`src/rtl/st7735_pattern_gen.sv`:
```
// st7735_pattern_gen
//   RGB565 test-pattern source for the 128x160 ST7735 panel. Streams a
//   row-major raster (x fastest) through a valid/ready handshake, with
//   frame/line markers, into st7735_controller.
//
//   Ports:
//     clk        system clock (100 MHz)
//     rst        synchronous, active-high reset
//     pattern    pattern select, latched only when a frame starts
//     restart    one-cycle pulse: abandon the frame, restart at (0,0)
//     pix_valid  pixel/flags valid (held high once streaming)
//     pix_ready  consumer accepts the current pixel
//     pix_data   RGB565 {R5,G6,B5}
//     pix_sof    current pixel is (0,0)
//     pix_eol    current pixel is the last of its line
//     pix_eof    current pixel is the last of the frame
//     frame_cnt  completed-frame counter, wraps 255 -> 0
//
//   Build option: define PATTERN_ANIMATE_EN to scroll patterns 5-9
//   horizontally by one pixel per frame (x' = x + frame_cnt mod H_PIXELS).

module st7735_pattern_gen #(
    parameter int H_PIXELS    = 128,
    parameter int V_PIXELS    = 160,
    parameter int BAR_W       = 16,
    parameter int CHECK_SHIFT = 3
) (
    input  logic        clk,
    input  logic        rst,
    input  logic [3:0]  pattern,
    input  logic        restart,
    output logic        pix_valid,
    input  logic        pix_ready,
    output logic [15:0] pix_data,
    output logic        pix_sof,
    output logic        pix_eol,
    output logic        pix_eof,
    output logic [7:0]  frame_cnt
);

    localparam int XW        = $clog2(H_PIXELS);
    localparam int YW        = $clog2(V_PIXELS);
    localparam int BAR_SHIFT = $clog2(BAR_W);

    localparam logic [XW-1:0] X_LAST = XW'(H_PIXELS - 1);
    localparam logic [YW-1:0] Y_LAST = YW'(V_PIXELS - 1);

    typedef enum logic {
        IDLE,
        STREAM
    } state_t;

    state_t state, state_nxt;

    logic [XW-1:0] x, x_nxt;
    logic [YW-1:0] y, y_nxt;
    logic [3:0]    pat, pat_nxt;
    logic [7:0]    frame_cnt_nxt;
    logic          valid_nxt;
    logic [15:0]   data_nxt;
    logic          sof_nxt, eol_nxt, eof_nxt;
    logic [15:0]   xe, ye, xs;

    // Coordinates arrive zero-extended to 16 bits so any bit select past
    // the real x/y width reads as 0.
    function automatic logic [15:0] pixel_colour(input logic [3:0]  p,
                                                 input logic [15:0] px,
                                                 input logic [15:0] py);
        logic [15:0] bar;
        logic [15:0] xy;
        logic [15:0] colour;
        bar = px >> BAR_SHIFT;
        if (bar > 16'd7)
            bar = 16'd7;
        xy = px ^ py;
        case (p)
            4'd0:    colour = 16'h0000;
            4'd1:    colour = 16'hFFFF;
            4'd2:    colour = 16'hF800;
            4'd3:    colour = 16'h07E0;
            4'd4:    colour = 16'h001F;
            4'd5: begin
                case (bar[2:0])
                    3'd0:    colour = 16'hFFFF;
                    3'd1:    colour = 16'hFFE0;
                    3'd2:    colour = 16'h07FF;
                    3'd3:    colour = 16'h07E0;
                    3'd4:    colour = 16'hF81F;
                    3'd5:    colour = 16'hF800;
                    3'd6:    colour = 16'h001F;
                    default: colour = 16'h0000;
                endcase
            end
            4'd6:    colour = {px[6:2], py[7:2], 5'b0};
            4'd7:    colour = (px[CHECK_SHIFT] ^ py[CHECK_SHIFT]) ? 16'hFFFF : 16'h0000;
            4'd8:    colour = {xy[4:0], px[5:0], py[4:0]};
            4'd9:    colour = (px == 16'd0 || px == 16'(H_PIXELS - 1) ||
                               py == 16'd0 || py == 16'(V_PIXELS - 1)) ? 16'hFFFF : 16'h0000;
            default: colour = 16'h0000;
        endcase
        return colour;
    endfunction

    // State register
    always_ff @(posedge clk) begin
        if (rst)
            state <= IDLE;
        else
            state <= state_nxt;
    end

    // Next-state logic: IDLE exists only to hold off the first pixel for
    // one cycle after reset.
    always_comb begin
        state_nxt = state;
        case (state)
            IDLE:    state_nxt = STREAM;
            STREAM:  state_nxt = STREAM;
            default: state_nxt = IDLE;
        endcase
    end

    // Output logic: works out the coordinate, pattern and frame count the
    // registers will hold next cycle and derives the pixel from those, so
    // the registered data always matches the registered flags.
    always_comb begin
        x_nxt         = x;
        y_nxt         = y;
        pat_nxt       = pat;
        frame_cnt_nxt = frame_cnt;
        valid_nxt     = 1'b1;

        case (state)
            IDLE: begin
                x_nxt   = '0;
                y_nxt   = '0;
                pat_nxt = pattern;
            end
            default: begin
                if (restart) begin
                    x_nxt   = '0;
                    y_nxt   = '0;
                    pat_nxt = pattern;
                end else if (pix_valid && pix_ready) begin
                    if (x == X_LAST) begin
                        x_nxt = '0;
                        if (y == Y_LAST) begin
                            y_nxt         = '0;
                            frame_cnt_nxt = frame_cnt + 8'd1;
                            pat_nxt       = pattern;
                        end else begin
                            y_nxt = y + YW'(1);
                        end
                    end else begin
                        x_nxt = x + XW'(1);
                    end
                end
            end
        endcase

        xe = 16'(x_nxt);
        ye = 16'(y_nxt);
`ifdef PATTERN_ANIMATE_EN
        // Solid fills ignore x, so the scrolled coordinate can feed every pattern.
        xs = (xe + {8'd0, frame_cnt_nxt}) & 16'(H_PIXELS - 1);
`else
        xs = xe;
`endif
        data_nxt = pixel_colour(pat_nxt, xs, ye);
        sof_nxt  = (x_nxt == '0) && (y_nxt == '0);
        eol_nxt  = (x_nxt == X_LAST);
        eof_nxt  = (x_nxt == X_LAST) && (y_nxt == Y_LAST);
    end

    // Registered datapath and outputs
    always_ff @(posedge clk) begin
        if (rst) begin
            x         <= '0;
            y         <= '0;
            pat       <= '0;
            frame_cnt <= '0;
            pix_valid <= 1'b0;
            pix_data  <= '0;
            pix_sof   <= 1'b0;
            pix_eol   <= 1'b0;
            pix_eof   <= 1'b0;
        end else begin
            x         <= x_nxt;
            y         <= y_nxt;
            pat       <= pat_nxt;
            frame_cnt <= frame_cnt_nxt;
            pix_valid <= valid_nxt;
            pix_data  <= data_nxt;
            pix_sof   <= sof_nxt;
            pix_eol   <= eol_nxt;
            pix_eof   <= eof_nxt;
        end
    end

endmodule

```
`config.mk`:
```
export PLATFORM = sky130hd
export DESIGN_NAME = st7735_pattern_gen
export DESIGN_NICKNAME = d
export VERILOG_FILES = /design/src/rtl/st7735_pattern_gen.sv
export SDC_FILE = /design/constraint.sdc
export NUM_CORES = 1
export LEC_CHECK = 0
export CAP_MARGIN = 40
export CORE_UTILIZATION = 40
export CTS_CLUSTER_DIAMETER = 30
export DETAILED_ROUTE_END_ITERATION = 10
export HOLD_SLACK_MARGIN = 0.12
export SLEW_MARGIN = 20
export SYNTH_ARGS = -nofsm -noshare
export SYNTH_HDL_FRONTEND = slang
export SYNTH_SLANG_ARGS = --single-unit
```
`constraint.sdc`:
```
create_clock -name clk -period 2.4 [get_ports clk]
set_clock_uncertainty 0.05 [all_clocks]
set_input_delay 0.6 -clock clk [delete_from_list [all_inputs] [get_ports clk]]
set_output_delay 0.6 -clock clk [all_outputs]
set_load 0.005 [all_outputs]
```
==> out/metrics.cfg <==
[run_status]
status = finished clean

[drt]
vias = 2735
vias_per_cell = 5.525
drtIter0Drc = 265
drc = 0
drtAntennaViolNets = 0
drtPass1Iterations = 4
avgRoutedWirePerCell_um = 15.91
wirelength_um = 7875

[timing]
slew-limit-headroom = 0.6583
fin_crit_sh = 0.9919
drv_slew = 0
setup_violations = 0
grt_setup_unrepaired = true
worst_pin_slew_ps = 510.3
fmax_mhz = 420.1
hold_viol = 0
finalCriticalPeriod_ps = 2381

[logic_synthesis]
yosysWarnings = 0
netlist_area_mm2 = 0.002602
yosysSeqAreaShare = 0.3615
postSynthAreaPerCell_um2 = 8.368
synth_edf_count = 0
yosysTopAreaCell = dfxtp_1
synth.distinct_cells = 56
ys_async_sr_fraction = 0
syn_inst = 311
synth_ff_type = dfxtp_1
yosys-top-cells-area = dfxtp_1, nor2_1, xor2_1
yosys.area.top_type_share = 0.3615
synth_nets = 322
ys_seq_elements = 47

[clocking]
cts_buffers = 5
clk_transition_reported_paths_ps = 90
cts.root.buffer_cell = clkbuf_8
insertion_delay_ps = 310
cts_hold_buffers = 0
cts_tree = done
htree_num_levels = 2
clk_path_buf_depth = 2
clkSinkCount = 47

[setup_path]
worst-path-max-fanout = 8
rr_endpoint = pix_data[3]$_SDFF_PP0_
timing.rr.start = x[0]$_SDFF_PP0_
crit_type = flip-flop to flip-flop
cp_data_arrival_time_ps = 2570
end_kind = flip-flop
worst-r2r-cell-count = 10
cp-start-kind = flip-flop
worstPathRequired_ps = 2590
rrSetupSlack_ps = 20

[cells_and_area]
antennaDiodeCount = 0
area.growth.synth_to_final_pct = 48.27
fin_cells = 495
layout.nets = 428
mostFrequentLayoutCells = buf_4, nor2_1, dfxtp_1, clkdlybuf4s50_1, nand2_1
stdcell_area_mm2 = 0.003859
mostFrequentLayoutCell = buf_4
final_core_util = 0.6112
drive_gt1_frac = 0.3230

[floorplanning]
start_util = 0.4122
die_x_um = 82.66
die_area_mm2 = 0.006833
fp-row-count = 29
die_h_um = 82.66
io-pin-count = 36
core_mm2 = 0.006314

[power]
p_leak_nw = 1.508
total_power_mw = 1.546
vdd_drop_max_mv = 0.2452
p_per_area_mw_per_mm2 = 400.7

[place]
placed_cell_area_mm2 = 0.003541
globalplace.congestion = 0.9256
hpwl_um = 5781
place.port_buffers = 35
dp_cells = 480

[hold_path]
hold_path.class = flip-flop to flip-flop
hp-start = frame_cnt[7]$_SDFFE_PP0P_
whs_endpoint = frame_cnt[7]$_SDFFE_PP0P_
min_path_cells = 2

[grt]
use_met2 = 0.3869
grt_pass1_wl_um = 12320
grtUsageMet3 = 0.04176
grt_pass1_vias = 2462
grt_util_met1 = 0.3342
grt_max_degree = 17
gr-total-overflow = 0
antenna_found_initial = 0
grt_most_used_layer = met2
track_usage = 0.2430

[job]
cap_violations = 0

report_power, final:
part	switching [mW]	internal [mW]
sequential	0.0138	0.803
combinational	0.119	0.125
clock	0.282	0.204
total	0.414	1.13
synthesized netlist by cell type, drive strengths merged (5+ instances only):
master	count
dfxtp	47
mux2i	10
a41oi	5
o21ai	8
nand4	10
nor3	8
a21oi	7
and2	5
a31oi	12
buf	12
nand2b	11
clkbuf	6
nand2	22
nor2	55
and3	5
nand3	14
xnor2	11
xor2	15
metrics by stage:
step	setup slack [ps]	setup TNS [ps]	hold WS, ps
global route	-79.35	-620.6	524.1
finish	19.45	0	464.0
detailed placement	-746.3	-14780	446.4
floorplan	0.3491	0	452.4
CTS	6.589	0	472.8
global placement	-699.1	-13580	447.2
worst max-delay path, cell delays in order (launching register included):
cell and delay [ps]:
dfxtp_2 360, ha_4 170, nand4_1 170, nor4_4 200, xor2_1 150, buf_4 160
a21o_1 170, a221oi_4 300, o21ai_2 120, a22o_4 280, a41oi_2 170
layer usage:
metal  vias up  wire length, µm  part of all wire
li1       1329                -                 -
met2        73             3672              0.47
met3         9              389             0.049
met1      1324             3706              0.47
met5         -                0                 0
met4         0              106             0.013
cells by family after synthesis:
kind of cell    after synthesis  share of synthesized area
simple gates                146                     0.2899
compound gates               57                     0.1630
flops                        47                     0.3615
xor+xnor                     26                    0.08750
buf+inv                      21                    0.04086
mux                          11                    0.04279
fa+ha+maj                     3                    0.01442
flip-flops by register name, summed over array words and instances (netlist names):
name       cells
pix_eof        1
pix_eol        1
y              8
frame_cnt      8
pix_sof        1
pix_valid      1
pix_data      16
x              7
pat            4
layout make-up:
class / instances / area (µm²)
clock buffer: 6 / 72.57
clock inverter: 2 / 12.51
fill: 562 / 2455
inverter: 3 / 11.26
multi-input combinational: 244 / 1733
sequential: 47 / 953.4
tap: 77 / 96.34
timing repair buffer: 116 / 979.7
how the worst max path moves through the flow:
stage,from,endpoint,slack (ps)
3_5_place_dp,pix_ready,pix_data[3]$_SDFF_PP0_,-750
4_1_cts,x[2]$_SDFF_PP0_,pix_data[3]$_SDFF_PP0_,7
2_1_floorplan,x[1]$_SDFF_PP0_,pix_data[3]$_SDFF_PP0_,0.3
6_report,x[0]$_SDFF_PP0_,pix_data[3]$_SDFF_PP0_,20
5_1_grt,x[0]$_SDFF_PP0_,pix_data[1]$_SDFF_PP0_,-80
3_3_place_gp,pix_ready,pix_data[14]$_SDFF_PP0_,-700
what timing repair did:
item	CTS	global route
gates resized for setup	16	30
pin swaps	8	6
endpoints found under the hold margin	0	0
setup buffers	3	3
cloned	1	0
setup endpoints to repair	18	16
Power figures use the tool's default switching activity.
